<file path="config.mk">
export PLATFORM = sky130hd
export DESIGN_NAME = bin2bcd_converter
export DESIGN_NICKNAME = d
export VERILOG_FILES = /design/src/rtl/bcd_pkg.sv /design/src/rtl/bcd_add3.sv /design/src/rtl/bin2bcd_converter.sv
export SDC_FILE = /design/constraint.sdc
export NUM_CORES = 1
export LEC_CHECK = 0
export BUFFER_PORTS_ARGS = -buffer_cell sky130_fd_sc_hd__buf_2
export CAP_MARGIN = 40
export CORE_MARGIN = 2
export CORE_UTILIZATION = 45
export CTS_CLUSTER_DIAMETER = 60
export CTS_CLUSTER_SIZE = 10
export DETAILED_ROUTE_END_ITERATION = 8
export PLACE_DENSITY = 0.67
export SETUP_SLACK_MARGIN = 0.1
export SKIP_LAST_GASP = 1
export SYNTH_ARGS = -nofsm -noshare
export SYNTH_HDL_FRONTEND = slang
export SYNTH_HIERARCHICAL = 1
export SYNTH_SLANG_ARGS = --single-unit
</file>
<file path="constraint.sdc">
create_clock -name clk -period 1.55 [get_ports clk]
set_input_delay 0.465 -clock clk [delete_from_list [all_inputs] [get_ports clk]]
set_output_delay 0.465 -clock clk [all_outputs]
set_load 0.01 [all_outputs]
</file>
<file path="src/rtl/bcd_pkg.sv">
// Shared constants for the BCD converter and the downstream 7-segment display controller.
package bcd_pkg;

    localparam int BCD_DIGITS = 4;
    localparam int BCD_MAX    = 9999;
    localparam int DIGIT_W    = 4;
    localparam int BCD_W      = BCD_DIGITS * DIGIT_W;

    localparam logic [15:0] BLANK_WORD = 16'hFFFF;

    localparam logic [0:0] IDLE = 1'b0;
    localparam logic [0:0] CONV = 1'b1;

    // Digit slices of the packed BCD word; the display controller uses the same positions
    localparam int ONES_LSB  = 0;
    localparam int TENS_LSB  = 4;
    localparam int HUNDS_LSB = 8;
    localparam int THOUS_LSB = 12;

endpackage

</file>
<file path="src/rtl/bcd_add3.sv">
// Double-dabble digit corrector: adds 3 to any digit of 5 or more before the shift.
module bcd_add3 (
    input  logic [3:0] din,
    output logic [3:0] dout
);

    assign dout = (din >= 4'd5) ? din + 4'd3 : din;

endmodule

</file>
<file path="src/rtl/bin2bcd_converter.sv">
// Sequential shift-and-add-3 binary to 4-digit BCD converter; out-of-range inputs are
// reported as overflow with a blank word rather than converted.
module bin2bcd_converter
    import bcd_pkg::*;
#(
    parameter int IN_W    = 16,
    parameter int MAX_VAL = 9999
) (
    input  logic            clk,
    input  logic            rst,
    input  logic            start,
    input  logic [IN_W-1:0] bin_in,
    output logic [15:0]     bcd_out,
    output logic            overflow,
    output logic            busy,
    output logic            done
);

    localparam int CNT_W = $clog2(IN_W);

    logic [0:0]       state;
    logic [IN_W-1:0]  shift_reg;
    logic [15:0]      acc;
    logic [15:0]      adj;
    logic [15:0]      next_acc;
    logic [CNT_W-1:0] bit_cnt;
    logic [31:0]      bin_ext;
    logic             too_big;

    for (genvar d = 0; d < BCD_DIGITS; d++) begin : g_add3
        bcd_add3 u_add3 (
            .din  (acc[d*DIGIT_W +: DIGIT_W]),
            .dout (adj[d*DIGIT_W +: DIGIT_W])
        );
    end

    // Corrected digits shift up one place while the next binary MSB enters the ones digit
    assign next_acc = (adj << 1) | 16'(shift_reg[IN_W-1]);

    assign bin_ext = 32'(bin_in);
    assign too_big = bin_ext > 32'(MAX_VAL);

    always_ff @(posedge clk or negedge rst) begin
        if (!rst) begin
            state     <= IDLE;
            shift_reg <= '0;
            acc       <= '0;
            bit_cnt   <= '0;
            bcd_out   <= '0;
            overflow  <= 1'b0;
            busy      <= 1'b0;
            done      <= 1'b0;
        end else begin
            done <= 1'b0;
            case (state)
                IDLE: begin
                    if (start) begin
                        if (too_big) begin
                            bcd_out  <= BLANK_WORD;
                            overflow <= 1'b1;
                            done     <= 1'b1;
                        end else begin
                            shift_reg <= bin_in;
                            acc       <= '0;
                            bit_cnt   <= CNT_W'(IN_W - 1);
                            busy      <= 1'b1;
                            state     <= CONV;
                        end
                    end
                end
                CONV: begin
                    acc       <= next_acc;
                    shift_reg <= shift_reg << 1;
                    bit_cnt   <= bit_cnt - CNT_W'(1);
                    // bcd_out is only touched here so the display never sees partial digits
                    if (bit_cnt == '0) begin
                        bcd_out  <= next_acc;
                        overflow <= 1'b0;
                        done     <= 1'b1;
                        busy     <= 1'b0;
                        state    <= IDLE;
                    end
                end
                default: state <= IDLE;
            endcase
        end
    end

endmodule

</file>
==> flow_results.xml, run 1 <==
<?xml version="1.0" encoding="UTF-8"?>
<metrics>
  <group name="outcome">
    <metric name="status" unit="">finished, violations left</metric>
    <metric name="violations" unit="">negative setup slack</metric>
  </group>
  <group name="cts">
    <metric name="hold_buffers" unit="">0</metric>
    <metric name="maximum_number_of_buffers_from_clock_root_to_sink" unit="">2</metric>
    <metric name="total_clock_sinks" unit="">56</metric>
    <metric name="h-tree-depth" unit="">2</metric>
    <metric name="clock_latency" unit="ps">310</metric>
    <metric name="cts_tree" unit="">built</metric>
    <metric name="path_clk_slew" unit="ps">100</metric>
    <metric name="cts-buffers-inserted" unit="">5</metric>
    <metric name="clockRootBuffer" unit="">clkbuf_8</metric>
  </group>
  <group name="critical_path">
    <metric name="worstPathRequired" unit="ps">1750</metric>
    <metric name="critical_path.endpoint_type" unit="">flip-flop</metric>
    <metric name="worst_r2r_path_depth" unit="">3</metric>
    <metric name="critical_path_class" unit="">primary input to flip-flop</metric>
    <metric name="critical_path_peak_fanout" unit="">5</metric>
    <metric name="crit_arrival" unit="ps">1960</metric>
    <metric name="timing.critical_path.from_type" unit="">primary input</metric>
  </group>
  <group name="yosys">
    <metric name="synthesis.instances" unit="">257</metric>
    <metric name="post_synth_instance_area" unit="um2">2800</metric>
    <metric name="post_synth.cell_area_avg" unit="um2">10.9</metric>
    <metric name="synth_nets" unit="">285</metric>
    <metric name="ys_warn_count" unit="">6</metric>
  </group>
  <group name="global_routing">
    <metric name="first_pass_grt_wire_length" unit="um">9990</metric>
    <metric name="grt_antenna_before_repair" unit="">0</metric>
    <metric name="via_count_of_the_first_global_routing_pass" unit="">2189</metric>
    <metric name="overall_global_routing_resource_usage" unit="">0.174</metric>
    <metric name="grt_overflow_total" unit="">0</metric>
    <metric name="grt_start_max_net_pins" unit="">57</metric>
  </group>
  <group name="pwr">
    <metric name="power.clock.fraction" unit="">0.128</metric>
    <metric name="share_comb_of_total_power" unit="">0.530</metric>
    <metric name="proportion_of_total_power_due_to_net_switching" unit="">0.361</metric>
    <metric name="net-switching-power" unit="mW">2.70</metric>
    <metric name="intPower" unit="mW">4.77</metric>
    <metric name="design_power_total" unit="mW">7.46</metric>
    <metric name="power.density" unit="nW/um2">2050</metric>
    <metric name="power.ir.vdd_worst" unit="mV">0.997</metric>
    <metric name="sequentialPowerShare" unit="">0.342</metric>
    <metric name="p_leak" unit="nW">1.69</metric>
  </group>
  <group name="flow_run">
    <metric name="max-cap-violations" unit="">0</metric>
  </group>
  <group name="layout">
    <metric name="multiInputGateArea" unit="um2">1400</metric>
    <metric name="final_layout_size_suffix_gt1_frac" unit="">0.436</metric>
    <metric name="area_growth_syn_to_layout" unit="%">29.7</metric>
    <metric name="fillCellCount" unit="">504</metric>
    <metric name="register_area" unit="um2">1400</metric>
    <metric name="finalNetCount" unit="">357</metric>
    <metric name="antenna_cells_inserted" unit="">0</metric>
  </group>
  <group name="die">
    <metric name="rows" unit="">28</metric>
    <metric name="fp.coreArea" unit="um2">5960</metric>
    <metric name="chipWidth" unit="um">82.9</metric>
    <metric name="die_area" unit="um2">6870</metric>
    <metric name="chipHeight" unit="um">82.9</metric>
    <metric name="initial_utilization" unit="">0.470</metric>
    <metric name="design.portCount" unit="">38</metric>
  </group>
  <group name="timing">
    <metric name="unrepaired_setup_endpoints_after_global_routing" unit="">true</metric>
    <metric name="fin_skew" unit="ps">7.50</metric>
    <metric name="timing_worst_slew_pin_value" unit="ps">315</metric>
    <metric name="timing.final.crit_share" unit="">1.14</metric>
    <metric name="report.final.slew_viol_count" unit="">0</metric>
    <metric name="tmin_final" unit="ps">1760</metric>
    <metric name="timing.slew.headroom" unit="">0.787</metric>
    <metric name="fmax" unit="MHz">568</metric>
    <metric name="timing.hold.ws" unit="ps">148</metric>
    <metric name="final_hold_viol_count" unit="">0</metric>
    <metric name="setup-violations-final" unit="">55</metric>
    <metric name="final_critical_path_setup_slack" unit="ps">-211</metric>
  </group>
  <group name="detailed_routing">
    <metric name="violation_count_after_the_first_detailed_routing_iteration" unit="">98</metric>
    <metric name="routed_wirelength" unit="um">5920</metric>
    <metric name="route.detailed.wl_per_inst" unit="um">14.6</metric>
    <metric name="firstDrtPassIters" unit="">4</metric>
    <metric name="drtAntennaViolNets" unit="">0</metric>
    <metric name="drt_drc_violations_left" unit="">0</metric>
    <metric name="detailroute.via_count" unit="">2144</metric>
    <metric name="viasPerCell" unit="">5.29</metric>
  </group>
  <group name="placement">
    <metric name="port_buffers" unit="">37</metric>
    <metric name="place.gp.congestion" unit="">0.802</metric>
    <metric name="hpwlAfterDp" unit="um">3900</metric>
  </group>
  <group name="min_path">
    <metric name="hold_class" unit="">primary input to async pin</metric>
  </group>
</metrics>
## power by group through the flow
stage                     logic (mW)  clock network, mW  registers, mW
after detailed placement        3.47                  0           2.56
final                           3.95              0.953           2.56
after global routing            4.36               1.03           2.66
after floorplan                 2.47                  0           2.57
after CTS                       3.62              0.994           2.55
after global placement          3.36                  0           2.56
## placed cells by master, fill, tap and decap left out, types with 2 or more instances in the layout
| cell | count |
|---|---|
| dfrtp_1 | 55 |
| nor2_1 | 38 |
| buf_2 | 35 |
| buf_4 | 29 |
| nand2_1 | 21 |
| a22o_1 | 19 |
| a21oi_2 | 13 |
| mux2_2 | 13 |
| mux2_4 | 13 |
| inv_1 | 9 |
| a21oi_1 | 9 |
| nand2b_1 | 7 |
| buf_6 | 7 |
| ha_1 | 6 |
| o21ai_0 | 5 |
| xnor2_1 | 5 |
| clkbuf_8 | 5 |
| o21ai_1 | 3 |
| inv_2 | 3 |
| ha_2 | 3 |
| buf_12 | 3 |
| nor3_1 | 2 |
| clkbuf_16 | 2 |
| mux2i_1 | 2 |
| mux2i_2 | 2 |
## layout make-up
cell class                 count  share of cell area
inverter                      12              0.0124
clock buffer                   5              0.0189
multi-input combinational    178               0.385
timing repair buffer          76               0.160
sequential                    56               0.386
clock inverter                 3              0.0117
tap                           75              0.0258
## routing by layer
layer / GRT usage / share of wire / wire [um]
met1: 0.232 / 0.45 / 2690
met2: 0.299 / 0.50 / 2980
met3: 0.0239 / 0.026 / 152
met4: 0.0477 / 0.017 / 99
met5: 0 / 0 / 0
## repair_timing
item / CTS / global route
cloned: 0 / 2
endpoints found under the hold margin: 0 / 0
setup buffers: 1 / 5
gates resized for setup: 12 / 24
endpoints found under the setup margin: 56 / 56
pin swaps: 3 / 7
## critical path, stage by stage
cell	delay (ps)
buf_6	90
or4_4	530
and2_4	170
a31oi_4	220
buf_6	180
mux2_4	300
## metrics by stage
stage / area [um2] / std cells / setup WS, ps / setup TNS [ps] / utilization
2_1_floorplan: 2820 / 257 / -452 / -15260 / -
3_3_place_gp: 3290 / 389 / -542 / -24310 / 0.553
3_5_place_dp: 3290 / 389 / -555 / -24780 / 0.553
4_1_cts: 3460 / 398 / -215 / -5350 / 0.581
5_1_grt: 3630 / 405 / -234 / -8280 / 0.610
6_report: 3630 / 405 / -211 / -7150 / 0.610
## path summary, 6_finish.rpt
path / start / end / slack, ps
max: bin_in[6] / shift_reg[11] / -210
max in group asynchronous: rst / acc[12] / 1150
min in group clk: bin_in[0] / shift_reg[0] / 370
max reg2reg: state / bit_cnt[2] / -170
min: rst / acc[3] / 150
min reg2reg: busy / busy / 510
Note: power is estimated with default switching activity, not from simulation.
==> run 2, diff against run 1 <==
==> constraint.sdc (replaced) <==
create_clock -name clk -period 1.45 [get_ports clk]
set_input_delay 0.435 -clock clk [delete_from_list [all_inputs] [get_ports clk]]
set_output_delay 0.435 -clock clk [all_outputs]
set_load 0.01 [all_outputs]
==> flow_results.xml, run 2 (same netlist as run 1, synthesis figures left out) <==
<?xml version="1.0" encoding="UTF-8"?>
<metrics>
  <group name="critical_path">
    <metric name="critical_path.endpoint_type" unit="">flip-flop</metric>
    <metric name="regToRegSetupSlack" unit="ps">-210</metric>
    <metric name="critical_path_peak_fanout" unit="">5</metric>
    <metric name="worstPathRequired" unit="ps">1650</metric>
    <metric name="worst_setup_path_endpoint" unit="">bcd_out[7]</metric>
    <metric name="worst_setup_path_startpoint" unit="">bin_in[4]</metric>
    <metric name="worst_r2r_path_depth" unit="">3</metric>
    <metric name="worstReg2RegEnd" unit="">bit_cnt[2]</metric>
    <metric name="critical_path_class" unit="">primary input to flip-flop</metric>
    <metric name="timing.critical_path.from_type" unit="">primary input</metric>
    <metric name="critical_path.reg2reg.startpoint" unit="">state</metric>
    <metric name="crit_arrival" unit="ps">1890</metric>
  </group>
  <group name="flow_run">
    <metric name="max-cap-violations" unit="">0</metric>
  </group>
  <group name="pwr">
    <metric name="power.ir.vdd_worst" unit="mV">1.07</metric>
    <metric name="p_leak" unit="nW">1.78</metric>
    <metric name="design_power_total" unit="mW">8.07</metric>
    <metric name="power.density" unit="nW/um2">2160</metric>
  </group>
  <group name="global_routing">
    <metric name="gr-usage-met1" unit="">0.246</metric>
    <metric name="grt.busiest_layer" unit="">met2</metric>
    <metric name="grt.met3_usage" unit="">0.0368</metric>
    <metric name="via_count_of_the_first_global_routing_pass" unit="">2150</metric>
    <metric name="overall_global_routing_resource_usage" unit="">0.181</metric>
    <metric name="first_pass_grt_wire_length" unit="um">10300</metric>
    <metric name="grt_start_max_net_pins" unit="">24</metric>
    <metric name="grt_overflow_total" unit="">0</metric>
    <metric name="grt_antenna_before_repair" unit="">0</metric>
    <metric name="m2_gr_usage" unit="">0.299</metric>
  </group>
  <group name="timing">
    <metric name="timing.final.crit_share" unit="">1.16</metric>
    <metric name="tmin_final" unit="ps">1690</metric>
    <metric name="timing.slew.headroom" unit="">0.713</metric>
    <metric name="fmax" unit="MHz">592</metric>
    <metric name="timing_worst_slew_pin_value" unit="ps">425</metric>
    <metric name="unrepaired_setup_endpoints_after_global_routing" unit="">true</metric>
    <metric name="final_hold_viol_count" unit="">0</metric>
    <metric name="final_critical_path_setup_slack" unit="ps">-239</metric>
    <metric name="final.setup.tns" unit="ps">-10770</metric>
    <metric name="report.final.slew_viol_count" unit="">0</metric>
    <metric name="setup-violations-final" unit="">56</metric>
    <metric name="fin_skew" unit="ps">7.79</metric>
  </group>
  <group name="detailed_routing">
    <metric name="detailroute.via_count" unit="">2189</metric>
    <metric name="routed_wirelength" unit="um">6160</metric>
    <metric name="drtAntennaViolNets" unit="">0</metric>
    <metric name="drt_drc_violations_left" unit="">0</metric>
    <metric name="violation_count_after_the_first_detailed_routing_iteration" unit="">115</metric>
    <metric name="viasPerCell" unit="">5.21</metric>
    <metric name="firstDrtPassIters" unit="">4</metric>
    <metric name="route.detailed.wl_per_inst" unit="um">14.7</metric>
  </group>
  <group name="die">
    <metric name="initial_utilization" unit="">0.470</metric>
    <metric name="rows" unit="">28</metric>
    <metric name="chipHeight" unit="um">82.9</metric>
    <metric name="fp.coreArea" unit="um2">5960</metric>
    <metric name="die_area" unit="um2">6870</metric>
    <metric name="chipWidth" unit="um">82.9</metric>
    <metric name="design.portCount" unit="">38</metric>
  </group>
  <group name="placement">
    <metric name="pre_cts_ws" unit="ps">-602</metric>
    <metric name="hpwlAfterDp" unit="um">4100</metric>
    <metric name="port_buffers" unit="">37</metric>
    <metric name="dpl_cell_area" unit="um2">3440</metric>
    <metric name="place.gp.congestion" unit="">0.827</metric>
  </group>
  <group name="layout">
    <metric name="fillCellCount" unit="">494</metric>
    <metric name="final_core_utilization" unit="">0.628</metric>
    <metric name="layout_common_cells" unit="">dfrtp_1, buf_4, nor2_1</metric>
    <metric name="antenna_cells_inserted" unit="">0</metric>
    <metric name="final_area" unit="um2">3740</metric>
    <metric name="finalNetCount" unit="">373</metric>
    <metric name="final_common_cell" unit="">dfrtp_1</metric>
    <metric name="final_layout_size_suffix_gt1_frac" unit="">0.429</metric>
    <metric name="area_growth_syn_to_layout" unit="%">33.4</metric>
  </group>
  <group name="cts">
    <metric name="cts-buffers-inserted" unit="">5</metric>
    <metric name="total_clock_sinks" unit="">56</metric>
    <metric name="h-tree-depth" unit="">2</metric>
    <metric name="maximum_number_of_buffers_from_clock_root_to_sink" unit="">2</metric>
    <metric name="path_clk_slew" unit="ps">100</metric>
    <metric name="cts_tree" unit="">built</metric>
    <metric name="hold_buffers" unit="">0</metric>
    <metric name="clock_latency" unit="ps">310</metric>
    <metric name="clockRootBuffer" unit="">clkbuf_8</metric>
  </group>
  <group name="outcome">
    <metric name="violations" unit="">negative setup slack</metric>
    <metric name="status" unit="">finished, violations left</metric>
  </group>
  <group name="min_path">
    <metric name="hold_class" unit="">primary input to async pin</metric>
  </group>
</metrics>
==> run 2: cell count changes in the layout (fill, tap and decap cells not counted), sizes merged <==
cell	change
buf	+16
bufinv	-1
clkbuf	+1
clkinvlp	-1
==> run 2: how the worst min path moves through the flow <==
stage / startpoint / slack [ps] / to / depth (start not counted)
2_1_floorplan: rst / 140 / acc[0] / 0
3_3_place_gp: rst / 380 / bcd_out[6] / 1
3_5_place_dp: rst / 380 / bcd_out[7] / 1
4_1_cts: rst / 40 / done / 1
5_1_grt: rst / 40 / bcd_out[13] / 1
6_report: rst / 30 / bcd_out[7] / 1
==> run 2: area by class of cell <==
class / instances / area [um2] / share of cell area
Clock buffer: 6 / 72.6 / 0.0194
Clock inverter: 1 / 5.00 / 0.00134
Inverter: 12 / 45.0 / 0.0121
Multi-Input combinational cell: 178 / 1390 / 0.371
Sequential cell: 56 / 1400 / 0.375
Tap cell: 75 / 93.8 / 0.0251
Timing Repair Buffer: 92 / 734 / 0.197
==> run 2: repair_timing <==
item / CTS / global route
pin swaps: 4 / 5
buffers inserted: 3 / 2
endpoints found under the setup margin: 56 / 56
gates cloned: 0 / 3
gates resized for setup: 16 / 13
==> run 2: power by group <==
part           switching (mW)  internal [mW]
sequential              0.489           2.25
combinational            1.97           2.54
clock                   0.491          0.331
==> run 2: per-stage QoR <==
| step | hold WS [ps] | cells |
|---|---|---|
| finish | 33.0 | 420 |
| global route | 43.5 | 420 |
| CTS | 43.9 | 415 |
| detailed placement | 381 | 405 |
| global placement | 381 | 405 |
| floorplan | 139 | 257 |
==> run 2: per-layer routing <==
| layer | part of all wire | routed length, um |
|---|---|---|
| met5 | 0 | 0 |
| met4 | 0.0065 | 40 |
| met3 | 0.037 | 227 |
| met2 | 0.50 | 3070 |
| met1 | 0.46 | 2810 |
==> run 2: critical path: stages <==
cell,delay (ps)
buf_6,90
or4_4,520
and2_4,170
buf_4,130
o211ai_4,260
clkbuf_16,210
a21oi_1,60
==> run 3, diff against run 2 <==
--- a/config.mk
+++ b/config.mk
@@ -5,6 +5,7 @@
 export SDC_FILE = /design/constraint.sdc
 export NUM_CORES = 1
 export LEC_CHECK = 0
+export ABC_AREA = 1
 export BUFFER_PORTS_ARGS = -buffer_cell sky130_fd_sc_hd__buf_2
 export CAP_MARGIN = 40
 export CORE_MARGIN = 2
==> flow_results.xml, run 3 <==
<?xml version="1.0" encoding="UTF-8"?>
<metrics>
  <group name="outcome">
    <metric name="status" unit="">finished, violations left</metric>
    <metric name="violations" unit="">negative setup slack</metric>
  </group>
  <group name="cts">
    <metric name="maximum_number_of_buffers_from_clock_root_to_sink" unit="">2</metric>
    <metric name="clockRootBuffer" unit="">clkbuf_8</metric>
    <metric name="path_clk_slew" unit="ps">110</metric>
    <metric name="total_clock_sinks" unit="">56</metric>
    <metric name="h-tree-depth" unit="">2</metric>
    <metric name="cts_tree" unit="">built</metric>
    <metric name="clock_latency" unit="ps">320</metric>
    <metric name="cts-buffers-inserted" unit="">5</metric>
  </group>
  <group name="critical_path">
    <metric name="crit_arrival" unit="ps">1680</metric>
    <metric name="worstPathRequired" unit="ps">1660</metric>
    <metric name="critical_path_peak_fanout" unit="">6</metric>
    <metric name="critical_path.endpoint_type" unit="">flip-flop</metric>
    <metric name="worst_setup_path_startpoint" unit="">bit_cnt[1]</metric>
    <metric name="timing.critical_path.from_type" unit="">flip-flop</metric>
    <metric name="critical_path.reg2reg.startpoint" unit="">bit_cnt[1]</metric>
    <metric name="critical_path_class" unit="">flip-flop to flip-flop</metric>
  </group>
  <group name="detailed_routing">
    <metric name="dr_wl_met3" unit="um">197</metric>
    <metric name="routed_wirelength" unit="um">7350</metric>
    <metric name="firstDrtPassIters" unit="">4</metric>
    <metric name="met2RoutedLength" unit="um">3610</metric>
    <metric name="viasPerCell" unit="">4.93</metric>
    <metric name="drtAntennaViolNets" unit="">0</metric>
    <metric name="violation_count_after_the_first_detailed_routing_iteration" unit="">179</metric>
    <metric name="route.detailed.wl_per_inst" unit="um">12.8</metric>
    <metric name="detailroute.via_count" unit="">2832</metric>
    <metric name="wl_met1" unit="um">3480</metric>
    <metric name="top_signal_layer_used" unit="">met4</metric>
    <metric name="drt_drc_violations_left" unit="">0</metric>
  </group>
  <group name="layout">
    <metric name="final_layout_size_suffix_gt1_frac" unit="">0.387</metric>
    <metric name="layout_common_cells" unit="">nand2_1, dfrtp_1, buf_4, buf_2, nand3_1</metric>
    <metric name="register_area" unit="um2">1410</metric>
    <metric name="antenna_cells_inserted" unit="">0</metric>
    <metric name="area_growth_syn_to_layout" unit="%">32.1</metric>
    <metric name="final_core_utilization" unit="">0.611</metric>
    <metric name="fillCellCount" unit="">597</metric>
    <metric name="finalNetCount" unit="">521</metric>
    <metric name="layout.cells.non_filler" unit="">574</metric>
    <metric name="final_common_cell" unit="">nand2_1</metric>
    <metric name="final_area" unit="um2">4130</metric>
    <metric name="multiInputGateArea" unit="um2">1810</metric>
  </group>
  <group name="pwr">
    <metric name="power.ir.vdd_worst" unit="mV">0.912</metric>
    <metric name="p_leak" unit="nW">2.18</metric>
    <metric name="power.density" unit="nW/um2">1830</metric>
  </group>
  <group name="yosys">
    <metric name="post_synth.cell_area_avg" unit="um2">7.48</metric>
    <metric name="synth_nets" unit="">446</metric>
    <metric name="post_synth_instance_area" unit="um2">3130</metric>
    <metric name="ys_warn_count" unit="">6</metric>
    <metric name="synthesis.instances" unit="">418</metric>
  </group>
  <group name="timing">
    <metric name="timing_worst_slew_pin_value" unit="ps">313</metric>
    <metric name="setup-violations-final" unit="">6</metric>
    <metric name="final_critical_path_setup_slack" unit="ps">-25.0</metric>
    <metric name="fin_skew" unit="ps">11.1</metric>
    <metric name="report.final.slew_viol_count" unit="">0</metric>
    <metric name="final_hold_viol_count" unit="">0</metric>
    <metric name="final.setup.tns" unit="ps">-63.0</metric>
    <metric name="fmax" unit="MHz">678</metric>
    <metric name="tmin_final" unit="ps">1480</metric>
    <metric name="unrepaired_setup_endpoints_after_global_routing" unit="">true</metric>
    <metric name="timing.slew.headroom" unit="">0.791</metric>
    <metric name="timing.final.crit_share" unit="">1.02</metric>
  </group>
  <group name="die">
    <metric name="design.portCount" unit="">38</metric>
    <metric name="initial_utilization" unit="">0.463</metric>
    <metric name="chipWidth" unit="um">87.4</metric>
    <metric name="fp.coreArea" unit="um2">6760</metric>
    <metric name="rows" unit="">30</metric>
    <metric name="die_area" unit="um2">7630</metric>
    <metric name="chipHeight" unit="um">87.4</metric>
  </group>
  <group name="min_path">
    <metric name="hold_class" unit="">primary input to async pin</metric>
  </group>
  <group name="placement">
    <metric name="dpl_cell_area" unit="um2">3730</metric>
    <metric name="pre_cts_ws" unit="ps">-105</metric>
    <metric name="place.gp.congestion" unit="">0.857</metric>
    <metric name="port_buffers" unit="">37</metric>
    <metric name="place_inst" unit="">552</metric>
    <metric name="hpwlAfterDp" unit="um">4950</metric>
  </group>
  <group name="flow_run">
    <metric name="max-cap-violations" unit="">0</metric>
  </group>
  <group name="global_routing">
    <metric name="first_pass_grt_wire_length" unit="um">12100</metric>
    <metric name="overall_global_routing_resource_usage" unit="">0.197</metric>
    <metric name="grt_overflow_total" unit="">0</metric>
    <metric name="via_count_of_the_first_global_routing_pass" unit="">2762</metric>
    <metric name="grt_antenna_before_repair" unit="">0</metric>
    <metric name="grt_start_max_net_pins" unit="">57</metric>
  </group>
</metrics>
-- run 3: cell type report --
type                       count  share of cell area
timing repair buffer          82               0.142
clock inverter                 3             0.00666
clock buffer                   5              0.0167
inverter                      31              0.0306
tap                           80              0.0242
multi-input combinational    317               0.439
sequential                    56               0.341
-- run 3: what timing repair did --
action	in CTS	in global routing
buffers inserted	8	4
gates resized for setup	17	44
setup endpoints to repair	18	55
hold buffers	0	0
cloned	0	3
pin swaps	34	34
-- run 3: critical path, stage by stage (launching register included) --
cell and delay (ps):
dfrtp_1 410, inv_2 100, ha_4 160, inv_4 40
nor3_4 200, nand2_4 150, buf_6 170, nand3_1 90
nand2_1 60
-- run 3: worst paths after layout --
path	endpoint	slack, ps	cells past startpoint
min in group clk	shift_reg[0]	380	3
max	bcd_out[1]	-30	8
min	bcd_out[13]	80	2
max reg2reg	bcd_out[1]	-30	8
min reg2reg	shift_reg[10]	480	2
max in group asynchronous	state	1090	2
-- run 3: per-layer routing --
| metal | GRT usage | vias up |
|---|---|---|
| li1 | - | 1440 |
| met1 | 0.254 | 1337 |
| met2 | 0.342 | 49 |
| met3 | 0.0332 | 6 |
| met4 | 0.0503 | 0 |
| met5 | 0 | - |
-- run 3: report_power, final --
part | internal, mW | switching [mW] | leakage, nW | total (mW)
Clock | 0.356 | 0.563 | 0.0463 | 0.920
Combinational | 1.86 | 2.14 | 1.46 | 4.00
Sequential | 2.14 | 0.485 | 0.672 | 2.62
Total | 4.36 | 3.18 | 2.18 | 7.54
-- run 3: stage by stage --
stage               hold slack (ps)  total power [mW]
global route                    111              8.16
detailed placement              461              5.94
CTS                             108              7.16
global placement                454              5.82
floorplan                       139              4.92
finish                         83.0              7.54
